<file path="src/rtl/pipeline_ctrl_pkg.sv">
// Shared types and constants for the pipeline hazard controller.
// Imported by the controller top and its comparator.
package pipeline_ctrl_pkg;

  typedef enum logic [1:0] {
    RUN      = 2'd0,
    LU_STALL = 2'd1,
    MEM_WAIT = 2'd2
  } state_e;

  localparam int REG_W_DEF   = 5;
  localparam int STALL_CNT_W = 16;

endpackage

</file>
<file path="src/rtl/pipeline_hazard_ctrl_load_use_detect.sv">
// Load-use comparator: the load in EX writes a register the ID instruction reads.
// x0 is never a real dependency.
module load_use_detect
  import pipeline_ctrl_pkg::*;
#(
  parameter int REG_W = REG_W_DEF
) (
  input  logic [REG_W-1:0] id_rs1,
  input  logic [REG_W-1:0] id_rs2,
  input  logic             id_uses_rs2,
  input  logic             ex_memread,
  input  logic [REG_W-1:0] ex_rd,
  output logic             hit
);

  logic rd_nz;
  logic m_rs1;
  logic m_rs2;

  assign rd_nz = |ex_rd;
  assign m_rs1 = (ex_rd == id_rs1);
  assign m_rs2 = id_uses_rs2 && (ex_rd == id_rs2);
  assign hit   = ex_memread && rd_nz && (m_rs1 || m_rs2);

endmodule

</file>
<file path="src/rtl/pipeline_hazard_ctrl.sv">
// Stall/flush controller for the 5-stage pipeline: load-use bubbles,
// branch squashing and data-memory waits with a bounded freeze.
module pipeline_hazard_ctrl
  import pipeline_ctrl_pkg::*;
#(
  parameter int REG_W       = REG_W_DEF,
  parameter int MEM_TIMEOUT = 15
) (
  input  logic                   clk,
  input  logic                   arst_n,
  input  logic [REG_W-1:0]       id_rs1,
  input  logic [REG_W-1:0]       id_rs2,
  input  logic                   id_uses_rs2,
  input  logic                   ex_memread,
  input  logic [REG_W-1:0]       ex_rd,
  input  logic                   mem_branch_taken,
  input  logic                   mem_access,
  input  logic                   dmem_ready,
  input  logic                   perf_clr,
  output logic                   en_pc,
  output logic                   en_if_id,
  output logic                   en_id_ex,
  output logic                   en_ex_mem,
  output logic                   en_mem_wb,
  output logic                   flush_if_id,
  output logic                   flush_id_ex,
  output logic                   flush_ex_mem,
  output logic                   pc_sel_branch,
  output logic [STALL_CNT_W-1:0] stall_cnt,
  output logic                   timeout_err
);

  localparam int WCNT_W = $clog2(MEM_TIMEOUT + 1);
  localparam logic [WCNT_W-1:0] WCNT_MAX = WCNT_W'(MEM_TIMEOUT);

  state_e state_q, state_d;
  logic [WCNT_W-1:0] wait_cnt_q, wait_cnt_d;
  logic [STALL_CNT_W-1:0] stall_cnt_q, stall_cnt_d;
  logic timeout_err_q, timeout_err_d;

  logic lu_hit;
  logic in_wait;
  logic to_hit;
  logic freeze;
  logic do_br;
  logic do_lu;

  logic c_en_pc, c_en_if_id, c_en_id_ex;
  logic c_en_ex_mem, c_en_mem_wb;
  logic c_fl_if_id, c_fl_id_ex, c_fl_ex_mem;
  logic c_pc_sel;

  load_use_detect #(
    .REG_W(REG_W)
  ) u_lud (
    .id_rs1      (id_rs1),
    .id_rs2      (id_rs2),
    .id_uses_rs2 (id_uses_rs2),
    .ex_memread  (ex_memread),
    .ex_rd       (ex_rd),
    .hit         (lu_hit)
  );

  assign in_wait = (state_q == MEM_WAIT);
  assign to_hit  = in_wait && !dmem_ready
                && (wait_cnt_q == WCNT_MAX);

  // A timed-out wait releases exactly like a ready memory.
  assign freeze = in_wait ? (!dmem_ready && !to_hit)
                          : (mem_access && !dmem_ready);
  assign do_br  = !freeze && mem_branch_taken;
  assign do_lu  = !freeze && !mem_branch_taken
               && lu_hit && (state_q != LU_STALL);

  always_comb begin
    state_d     = RUN;
    wait_cnt_d  = '0;
    c_en_pc     = 1'b1;
    c_en_if_id  = 1'b1;
    c_en_id_ex  = 1'b1;
    c_en_ex_mem = 1'b1;
    c_en_mem_wb = 1'b1;
    c_fl_if_id  = 1'b0;
    c_fl_id_ex  = 1'b0;
    c_fl_ex_mem = 1'b0;
    c_pc_sel    = 1'b0;
    unique case (1'b1)
      freeze: begin
        state_d     = MEM_WAIT;
        wait_cnt_d  = in_wait ? wait_cnt_q + WCNT_W'(1)
                              : WCNT_W'(1);
        c_en_pc     = 1'b0;
        c_en_if_id  = 1'b0;
        c_en_id_ex  = 1'b0;
        c_en_ex_mem = 1'b0;
        c_en_mem_wb = 1'b0;
      end
      do_br: begin
        c_pc_sel    = 1'b1;
        c_fl_if_id  = 1'b1;
        c_fl_id_ex  = 1'b1;
        c_fl_ex_mem = 1'b1;
      end
      do_lu: begin
        state_d    = LU_STALL;
        c_en_pc    = 1'b0;
        c_en_if_id = 1'b0;
        c_fl_id_ex = 1'b1;
      end
      default: ;
    endcase
  end

  always_comb begin
    stall_cnt_d = stall_cnt_q;
    if (perf_clr)
      stall_cnt_d = '0;
    else if (!c_en_pc && !(&stall_cnt_q))
      stall_cnt_d = stall_cnt_q + STALL_CNT_W'(1);
  end

  assign timeout_err_d = timeout_err_q || to_hit;

  always_ff @(posedge clk or negedge arst_n) begin
    if (!arst_n) begin
      state_q       <= RUN;
      wait_cnt_q    <= '0;
      stall_cnt_q   <= '0;
      timeout_err_q <= 1'b0;
    end else begin
      state_q       <= state_d;
      wait_cnt_q    <= wait_cnt_d;
      stall_cnt_q   <= stall_cnt_d;
      timeout_err_q <= timeout_err_d;
    end
  end

  // Controls are forced low for as long as reset is held.
  assign en_pc         = arst_n && c_en_pc;
  assign en_if_id      = arst_n && c_en_if_id;
  assign en_id_ex      = arst_n && c_en_id_ex;
  assign en_ex_mem     = arst_n && c_en_ex_mem;
  assign en_mem_wb     = arst_n && c_en_mem_wb;
  assign flush_if_id   = arst_n && c_fl_if_id;
  assign flush_id_ex   = arst_n && c_fl_id_ex;
  assign flush_ex_mem  = arst_n && c_fl_ex_mem;
  assign pc_sel_branch = arst_n && c_pc_sel;
  assign stall_cnt     = stall_cnt_q;
  assign timeout_err   = timeout_err_q;

endmodule

</file>
<file path="config.mk">
export PLATFORM = sky130hd
export DESIGN_NAME = pipeline_hazard_ctrl
export DESIGN_NICKNAME = d
export VERILOG_FILES = /design/src/rtl/pipeline_ctrl_pkg.sv /design/src/rtl/pipeline_hazard_ctrl_load_use_detect.sv /design/src/rtl/pipeline_hazard_ctrl.sv
export SDC_FILE = /design/constraint.sdc
export NUM_CORES = 1
export LEC_CHECK = 0
export CAP_MARGIN = 25
export CORE_ASPECT_RATIO = 0.7
export CORE_MARGIN = 8
export CORE_UTILIZATION = 40
export DETAILED_ROUTE_END_ITERATION = 6
export DONT_BUFFER_PORTS = 1
export MAX_ROUTING_LAYER = met4
export PLACE_DENSITY_LB_ADDON = 0.3
export SETUP_SLACK_MARGIN = 0.15
export SYNTH_ARGS = -nofsm -noshare
export SYNTH_HDL_FRONTEND = slang
export SYNTH_SLANG_ARGS = --single-unit
</file>
<file path="constraint.sdc">
create_clock -name clk -period 5.72 [get_ports clk]
set_clock_uncertainty 0.05 [all_clocks]
set_input_delay 0.858 -clock clk [delete_from_list [all_inputs] [get_ports clk]]
set_output_delay 0.858 -clock clk [all_outputs]
set_load 0.02 [all_outputs]
</file>
==> results.json <==
{
  "ant_nets": 0,
  "crit_chain": "ha_1 -> nand3_1 -> mux2i_1 -> or2_0 -> nand2_1 -> nor2_1",
  "routed_wl_um": 3530,
  "p_sw_mw": 0.0829,
  "nFillCells": 359,
  "p_per_area_nw_per_um2": 203,
  "synthSimpleGateAreaFrac": 0.251,
  "yosysWarnings": 0,
  "top_usage_layer": "met2",
  "hold_viol_final": 0,
  "pwr-share-clk": 0.335,
  "layout_commonest_cell": "dfrtp_1",
  "multi_input_area_um2": 808,
  "drtIter0Drc": 44,
  "met1_usage": 0.156,
  "wl_per_cell_um": 17.5,
  "die_w_um": 89.5,
  "worstSkewPairLatency_ns": 0.27,
  "clock.fmax_mhz": 288,
  "place_area_um2": 1480,
  "place.gp.congestion": 0.753,
  "cts_inserted_buffers": 3,
  "core-area_um2": 3580,
  "globalRouteMet3Util": 0.0376,
  "tritoncts": "done",
  "ys_ff_latch": 23,
  "synthArstFlopShare": 1.00,
  "slew_headroom": 0.291,
  "dieArea_um2": 6040,
  "cp-endpoint": "flush_ex_mem",
  "synthMuxAreaShare": 0.0232,
  "crit_path_end_kind": "output pin",
  "cts_setup_buffers": 0,
  "slowest_stage": "nor2_1",
  "ios": 49,
  "hpwlAfterDp_um": 2760,
  "grt_pass1_wl_um": 5830,
  "synth_fp_nets": 184,
  "finalCritPeriodShare": 0.608,
  "cts_root_buf": "clkbuf_8",
  "die-height_um": 67.5,
  "synth_compound_area_frac": 0.169,
  "fin_hold_ws_ns": 0.222,
  "cp.arrival_ns": 2.57,
  "status": "finished clean",
  "cpPeakStageDelay_ns": 0.83,
  "tightest_slew_ns": 1.06,
  "diodes": 0,
  "fin_tns_setup_ns": 0,
  "drtPass1Iterations": 4,
  "portBuffers": 0,
  "syn2layout_area_growth_pct": 1.16,
  "r2r-end": "stall_cnt[1]",
  "rsz0062_at_grt": "false",
  "overflow": 0,
  "final_cell_mix": "dfrtp_1, xnor2_1, nor2_1, a21oi_1",
  "cts_buffer_depth": 2,
  "leakagePower_nw": 0.614,
  "syn_inst": 159,
  "grt_use_met2": 0.208,
  "cts_num_sinks": 23,
  "synth-adder-area-share": 0.0165,
  "avgSynthCellArea_um2": 9.51,
  "rr_startpoint": "stall_cnt[0]",
  "rows": 18,
  "seq_area_frac_synth": 0.380,
  "cp-startpoint": "wait_cnt_q[0]",
  "internal_power_mw": 0.227,
  "grt_antenna_before_repair": 0,
  "ys_types": 42,
  "seqCellArea_um2": 576,
  "stdcell_area_um2": 1530,
  "nets": 178,
  "cp-start-kind": "register",
  "cap_violations": 0,
  "floorplan.initialDensity": 0.422,
  "synthXorXnorAreaFrac": 0.0753,
  "setup_viol": 0,
  "p_comb_frac": 0.114,
  "sw_frac_of_total": 0.267,
  "clk_pin_slew_ns": 0.09,
  "vias_per_cell": 5.74,
  "peakVddDrop_uv": 92.5,
  "grt_pass1_vias": 1189,
  "synth_top_family_by_area": "simple AND/OR/NAND/NOR gates",
  "synth_edf_count": 0,
  "drv_slew": 0,
  "crit_required_ns": 4.81,
  "synth_ff_type": "dfrtp_1",
  "worst-setup-path-type": "reg -> out",
  "vias": 1160,
  "grt_usage": 0.128,
  "pwr-share-seq": 0.551,
  "ctsHoldBuffers": 0,
  "reg2reg_slack_ns": 3.22,
  "cp_max_fo": 6,
  "htreeDepth": 1,
  "synth_area_um2": 1510,
  "cts_resized": 0,
  "period_needed_ns": 3.48,
  "drc": 0,
  "hp-class": "in -> async",
  "grt_max_degree": 25,
  "reg2regPathDepth": 7,
  "drive_gt1_frac": 0.118
}
[through the flow]
| step | instances | setup slack (ns) | power, mW | util |
|---|---|---|---|---|
| after floorplan | 159 | 2.48 | 0.213 | - |
| after global placement | 198 | 2.41 | 0.208 | 0.414 |
| after detailed placement | 198 | 2.39 | 0.210 | 0.414 |
| after CTS | 202 | 2.22 | 0.315 | 0.427 |
| after global routing | 202 | 2.04 | 0.325 | 0.427 |
| final | 202 | 2.24 | 0.310 | 0.427 |
[power by group through the flow]
stage	Sequential (mW)	Combinational (mW)	Clock [mW]
global route	0.172	0.0389	0.114
finish	0.171	0.0353	0.104
detailed placement	0.174	0.0354	0
CTS	0.171	0.0355	0.109
floorplan	0.173	0.0402	0
global placement	0.174	0.0340	0
[routing by layer]
layer,vias up,part of all wire
met2,35,0.47
met3,5,0.069
met5,-,0
li1,558,-
met4,0,0.011
met1,562,0.45
[how the worst min path moves through the flow]
stage	slack [ns]	cells after the start	end
final	0.22	0	stall_cnt[6]
after global routing	0.20	0	stall_cnt[13]
after detailed placement	0.47	1	wait_cnt_q[0]
after floorplan	0.41	1	wait_cnt_q[0]
after CTS	0.21	0	stall_cnt[13]
after global placement	0.45	1	wait_cnt_q[0]
[final cells by class]
class / instances / share of cell area
Clock buffer: 3 / 0.0270
Multi-Input combinational cell: 115 / 0.528
Tap cell: 50 / 0.0409
Clock inverter: 1 / 0.00327
Sequential cell: 23 / 0.376
Inverter: 10 / 0.0245
[critical path: cells and delay by family, from the launching register on]
kind	cells	cell delay, ns
AND/OR/NAND/NOR	4	1.55
flip-flops	1	0.40
adder cells (fa/ha/maj)	1	0.23
multiplexers	1	0.12
[state kept, by name, indices dropped and copies added (netlist names)]
| name | cells |
|---|---|
| wait_cnt_q | 4 |
| state_q | 2 |
| timeout_err | 1 |
| stall_cnt | 16 |
[Yosys cell counts (2+ instances only)]
library cell,instances,share of area
buf_4,5,0.025
o21ai_1,4,0.013
mux2i_1,2,0.013
nand2_1,9,0.022
or2_2,2,0.0083
nand3_1,10,0.033
or4_1,7,0.035
nor2_1,11,0.027
a21oi_1,11,0.036
a21oi_2,2,0.012
o31ai_1,5,0.025
ha_1,2,0.017
buf_6,2,0.015
nand4_1,6,0.025
or3_1,5,0.021
nor3_1,2,0.0066
dfrtp_1,23,0.38
clkbuf_1,3,0.0074
inv_1,10,0.025
and3_1,5,0.021
xnor2_1,12,0.069
[logic make-up (layout without fill, tap and decap cells)]
| group | count (synthesis) | in the layout |
|---|---|---|
| AOI/OAI and AO/OA | 32 | 32 |
| xor gates and xnor gates | 13 | 13 |
| adders and majority gates | 2 | 2 |
| buffers and inverters | 21 | 14 |
| DFF | 23 | 23 |
| muxes | 3 | 3 |
| and+or+nand+nor | 65 | 65 |
(Power assumes the default switching activity.)
